--- config.mk ---
export PLATFORM = sky130hd
export DESIGN_NAME = btc_job_loader
export DESIGN_NICKNAME = d
export VERILOG_FILES = /design/src/rtl/btc_job_loader.sv
export SDC_FILE = /design/constraint.sdc
export NUM_CORES = 2
export LEC_CHECK = 0
export ABC_AREA = 1
export CORE_UTILIZATION = 57
export DETAILED_ROUTE_END_ITERATION = 10
export PLACE_DENSITY_LB_ADDON = 0.1
export SYNTH_ARGS = -nofsm -noshare
export SYNTH_HDL_FRONTEND = slang
export SYNTH_SLANG_ARGS = --single-unit
--- constraint.sdc ---
create_clock -name clk -period 13.6 [get_ports clk]
set_input_delay 1.36 -clock clk [delete_from_list [all_inputs] [get_ports clk]]
set_output_delay 1.36 -clock clk [all_outputs]
set_load 0.02 [all_outputs]
--- src/rtl/btc_job_loader.sv ---
// ----------------------------------------------------------------------------
// btc_job_loader
//
// Upstream job feeder for the mining core. Collects a 20-word (80-byte) block
// header into a shadow buffer over a valid/ready stream, then copies it into
// the active header registers and pulses start once the core is idle. A new
// header can be streamed in while the current one is being mined.
//
// Ports:
//   clk, arst_n              clock, asynchronous active-low reset
//   s_valid/s_ready/s_data   header word stream, s_last marks word 19
//   abort                    discard the shadow header (active job untouched)
//   core_done                core idle flag
//   start                    one-cycle start pulse to the core
//   version .. nonce_in      active header words 0..19
//   job_pending              shadow buffer holds a complete header
//   frame_err                one-cycle pulse after a header is dropped
//   jobs_launched            wrapping count of start pulses
// ----------------------------------------------------------------------------
module btc_job_loader #(
    parameter int unsigned JOB_CNT_W = 16
) (
    input  logic                 clk,
    input  logic                 arst_n,
    input  logic                 s_valid,
    output logic                 s_ready,
    input  logic [31:0]          s_data,
    input  logic                 s_last,
    input  logic                 abort,
    input  logic                 core_done,
    output logic                 start,
    output logic [31:0]          version,
    output logic [31:0]          previous_hash_0,
    output logic [31:0]          previous_hash_1,
    output logic [31:0]          previous_hash_2,
    output logic [31:0]          previous_hash_3,
    output logic [31:0]          previous_hash_4,
    output logic [31:0]          previous_hash_5,
    output logic [31:0]          previous_hash_6,
    output logic [31:0]          previous_hash_7,
    output logic [31:0]          merkle_root_0,
    output logic [31:0]          merkle_root_1,
    output logic [31:0]          merkle_root_2,
    output logic [31:0]          merkle_root_3,
    output logic [31:0]          merkle_root_4,
    output logic [31:0]          merkle_root_5,
    output logic [31:0]          merkle_root_6,
    output logic [31:0]          merkle_root_7,
    output logic [31:0]          btime,
    output logic [31:0]          bits,
    output logic [31:0]          nonce_in,
    output logic                 job_pending,
    output logic                 frame_err,
    output logic [JOB_CNT_W-1:0] jobs_launched
);

    localparam int unsigned NumWords = 20;

    typedef enum logic [1:0] {
        LIdle,
        LStart,
        LWait
    } lstate_e;

    lstate_e state_q, state_d;

    logic [4:0]  wcnt_q, wcnt_d;
    logic [31:0] shadow_q [NumWords];
    logic [31:0] active_q [NumWords];
    logic        frame_err_q, frame_err_d;
    logic [JOB_CNT_W-1:0] jobs_q;

    logic accept;
    logic frame_bad;
    logic copy;

    assign job_pending = (wcnt_q == 5'd20);
    assign s_ready     = !job_pending && !abort;
    assign accept      = s_valid && s_ready;
    // s_last must be set on exactly the word landing at index 19.
    assign frame_bad   = (s_last != (wcnt_q == 5'd19));

    // Launch FSM
    always_comb begin
        state_d = state_q;
        copy    = 1'b0;
        unique case (state_q)
            LIdle: begin
                if (job_pending && core_done) begin
                    copy    = 1'b1;
                    state_d = LStart;
                end
            end
            LStart: state_d = LWait;
            // Wait for the core to drop its stale done before re-arming.
            LWait: begin
                if (!core_done) begin
                    state_d = LIdle;
                end
            end
            default: state_d = LIdle;
        endcase
    end

    // Fill counter; a copy consumes the shadow and takes priority over abort.
    always_comb begin
        wcnt_d      = wcnt_q;
        frame_err_d = 1'b0;
        if (copy || abort) begin
            wcnt_d = 5'd0;
        end else if (accept) begin
            if (frame_bad) begin
                wcnt_d      = 5'd0;
                frame_err_d = 1'b1;
            end else begin
                wcnt_d = wcnt_q + 5'd1;
            end
        end
    end

    always_ff @(posedge clk or negedge arst_n) begin
        if (!arst_n) begin
            state_q     <= LIdle;
            wcnt_q      <= 5'd0;
            frame_err_q <= 1'b0;
            jobs_q      <= '0;
        end else begin
            state_q     <= state_d;
            wcnt_q      <= wcnt_d;
            frame_err_q <= frame_err_d;
            if (state_q == LStart) begin
                jobs_q <= jobs_q + JOB_CNT_W'(1);
            end
        end
    end

    // Shadow contents are only meaningful below wcnt, so no reset is needed.
    always_ff @(posedge clk) begin
        for (int i = 0; i < NumWords; i++) begin
            if (accept && (wcnt_q == 5'(i))) begin
                shadow_q[i] <= s_data;
            end
        end
    end

    always_ff @(posedge clk or negedge arst_n) begin
        if (!arst_n) begin
            for (int i = 0; i < NumWords; i++) begin
                active_q[i] <= 32'd0;
            end
        end else if (copy) begin
            for (int i = 0; i < NumWords; i++) begin
                active_q[i] <= shadow_q[i];
            end
        end
    end

    assign start         = (state_q == LStart);
    assign frame_err     = frame_err_q;
    assign jobs_launched = jobs_q;

    assign version         = active_q[0];
    assign previous_hash_0 = active_q[1];
    assign previous_hash_1 = active_q[2];
    assign previous_hash_2 = active_q[3];
    assign previous_hash_3 = active_q[4];
    assign previous_hash_4 = active_q[5];
    assign previous_hash_5 = active_q[6];
    assign previous_hash_6 = active_q[7];
    assign previous_hash_7 = active_q[8];
    assign merkle_root_0   = active_q[9];
    assign merkle_root_1   = active_q[10];
    assign merkle_root_2   = active_q[11];
    assign merkle_root_3   = active_q[12];
    assign merkle_root_4   = active_q[13];
    assign merkle_root_5   = active_q[14];
    assign merkle_root_6   = active_q[15];
    assign merkle_root_7   = active_q[16];
    assign btime           = active_q[17];
    assign bits            = active_q[18];
    assign nonce_in        = active_q[19];

endmodule

==> results.txt <==
syn nets = 3593
vias in the first global route = 27600
Fin. Hold Viols = 0
area occupied by multi-input gates = 8080 µm²
initial drt markers = 2973
fin. max-slew vios = 0
Ys Warns = 0
DR pass1 iterations = 6
Synth-to-Final Area Change = 27.2%
Mapped Avg Cell Area = 12.6 µm²
library cells used by synthesis = 23
Residual DRC = 0
cts bufs inserted = 133
Arr. time, crit path = 6.66 ns
worst-path fanout max = 94
slowest CP cell = buf_4
status = completed
Core ar. = 77600 µm²
most frequent CP cell = buf_4
wire per inst = 23.7 µm
setup slack, reg-to-reg = 7.76 ns
R2R cell count = 11
total design power = 9.66 mW
HPWL after detailed placement = 75800 µm
die height = 282 µm
HP Class = reg2reg
Final Net Count = 4312
worst slew pin tran = 1.17 ns
Setup Viol. Count Final = 0
CP peak stage delay = 0.89 ns
CP startpoint = core_done
post-CTS setup buffers = 0
Top FF cell, synth = dfrtp_1
Async SR Flop Fraction = 50.9%
Netlist Area Pre-Place = 44700 µm²
Final min period = 6.08 ns
Startpoint Class = input pin
register area share after synthesis = 80.1%
Crit Path Category = in2reg
maximum clock rate = 0.165 GHz
Max VDD drop = 156 µV
initial antenna violation count = 10
Root Buffer = clkbuf_16
CTS hold repair buffers = 0
skew final = 0.0236 ns
RSZ-0062 raised after global routing = no
clock slew at reported path FFs = 0.06 ns
PD cells = 170 nW/µm²
CTS resizes = 0
max_cap viols = 0
Rows = 102
end of the critical path = wcnt_q[0]
setup TNS = 0 ns
io pins = 698
Fillers = 5183
DR vias/cell = 5.32
input/output buffers = 697
post-layout util = 73.3%
Crit. End Element = flip-flop
CTS Buffer Depth = 3
reg2reg end = wcnt_q[0]
drt total wl = 129000 µm
LEAKAGE = 25.3 nW
Post-Layout Cell Count = 5421
All-Layer GR Usage = 32.6%
first-pass GRT wire length = 184000 µm
EDFF count, synth = 640
vias post-DR = 28800
DIE WIDTH = 282 µm
worst r2r src = wcnt_q[0]
die area = 79600 µm²
largest net degree at the start of global routing = 156
clock net sink count = 1304
Congestion Overflow GR = 0
Routed Antenna Nets = 0
min-delay src = shadow_q[15][25]
synthesized instance count = 3549
gp weighted congestion = 0.873
Starting Density = 57.6%
period utilization = 44.7%
CP Data Required Time = 14.18 ns
Clock Latency Late Sink = 0.72 ns
CP cell instances = clkdlybuf4s50_1, nand3_1, nor2_4, buf_4, buf_4, buf_4, buf_4, nor2_1, nand2_1, nor2_1
layout cell share with drive strength beyond 1 = 6.42%
H-tree level count = 4
#FFs+latches synth = 1304
Slew headroom = 21.9%
TritonCTS clock tree = done
placed insts = 5173
FF/Latch Area = 35800 µm²
## kinds of logic (layout without fill, tap and decap cells)
kind of cell / count (synthesis) / after routing / share of synthesized area, %
XOR/XNOR: 12 / 12 / 0.235
AO/OA/AOI/OAI: 8 / 8 / 0.0895
flip-flops: 1304 / 1304 / 80.1
AND/OR/NAND/NOR: 2043 / 2043 / 17.3
adder cells (fa/ha/maj): 6 / 6 / 0.168
buffers and inverters: 176 / 1006 / 2.13
other: 0 / 2 / 0
## layout make-up
| type | instances | area share (%) |
|---|---|---|
| diodes | 2 | 0.00880 |
| clock buffers | 198 | 6.82 |
| clock inverters | 48 | 1.01 |
| inverters | 32 | 0.224 |
| multi-input cells | 2069 | 14.2 |
| flip-flops and latches | 1304 | 63.0 |
| well taps | 1040 | 2.29 |
| repair buffers | 728 | 12.5 |
## sequential cells by signal (all words and copies together), names as in the netlist, 16 cells and up
signal	flops
previous_hash_5	32
merkle_root_3	32
nonce_in	32
merkle_root_5	32
previous_hash_6	32
jobs_launched	16
shadow_q	640
previous_hash_7	32
merkle_root_6	32
merkle_root_7	32
merkle_root_4	32
btime	32
merkle_root_2	32
previous_hash_3	32
previous_hash_2	32
merkle_root_0	32
bits	32
merkle_root_1	32
version	32
previous_hash_1	32
previous_hash_0	32
previous_hash_4	32
## worst min-delay path by stage
stage | slack, ns | cells after the start | end
floorplan | 0.43 | 2 | bits[0]
global placement | 0.43 | 2 | merkle_root_2[30]
detailed placement | 0.43 | 2 | merkle_root_5[9]
CTS | 0.43 | 2 | previous_hash_2[26]
global route | 0.45 | 2 | previous_hash_4[2]
finish | 0.43 | 2 | merkle_root_6[25]
## routing by layer
layer  track usage, %  share of wire, %  up-vias
met1             44.8                40    14300
met4             16.2               5.3        2
met2             49.6                46     1387
li1                 -                 -    12800
met5                0            0.0078        -
met3             7.60               8.7      287
## report_power, final
group | leakage, nW | switching [mW] | internal, mW
Sequential | 14.8 | 0.194 | 4.43
Combinational | 8.39 | 0.811 | 0.549
Clock | 2.18 | 1.49 | 2.19
Total | 25.3 | 2.49 | 7.17
## synth_stat cells, types with 7 or more instances
cell / instances / share of area, %
buf_2: 85 / 0.95
buf_4: 40 / 0.67
clkbuf_1: 13 / 0.11
dfrtp_1: 664 / 37
edfxtp_1: 640 / 43
inv_1: 30 / 0.25
nand2_1: 1977 / 17
nand3_1: 10 / 0.11
nor2_1: 40 / 0.34
o21ai_0: 7 / 0.078
xor2_1: 8 / 0.16
## critical path: cells and delay by family
| kind | cells | cell delay (ns) |
|---|---|---|
| and+or+nand+nor | 5 | 1.17 |
| buffers and inverters | 5 | 3.90 |
## cell usage in the layout (no fill, tap or decap), types with 15 or more instances in the layout
cell	n
inv_1	30
buf_4	29
nor2_1	26
clkdlybuf4s50_1	665
clkinv_2	15
nor2_4	15
edfxtp_1	640
dfrtp_1	664
clkbuf_16	139
nand2_1	1977
buf_2	31
clkbuf_8	18
clkbuf_1	41
## per-stage QoR
stage | instance area [µm²] | setup slack (ns) | hold slack, ns
6_report | 56900 | 7.52 | 0.426
2_1_floorplan | 44700 | 8.32 | 0.426
3_3_place_gp | 52400 | 6.91 | 0.427
5_1_grt | 56900 | 7.16 | 0.454
3_5_place_dp | 52400 | 6.90 | 0.431
4_1_cts | 56900 | 7.66 | 0.432
Note: power is estimated with default switching activity, not from simulation.
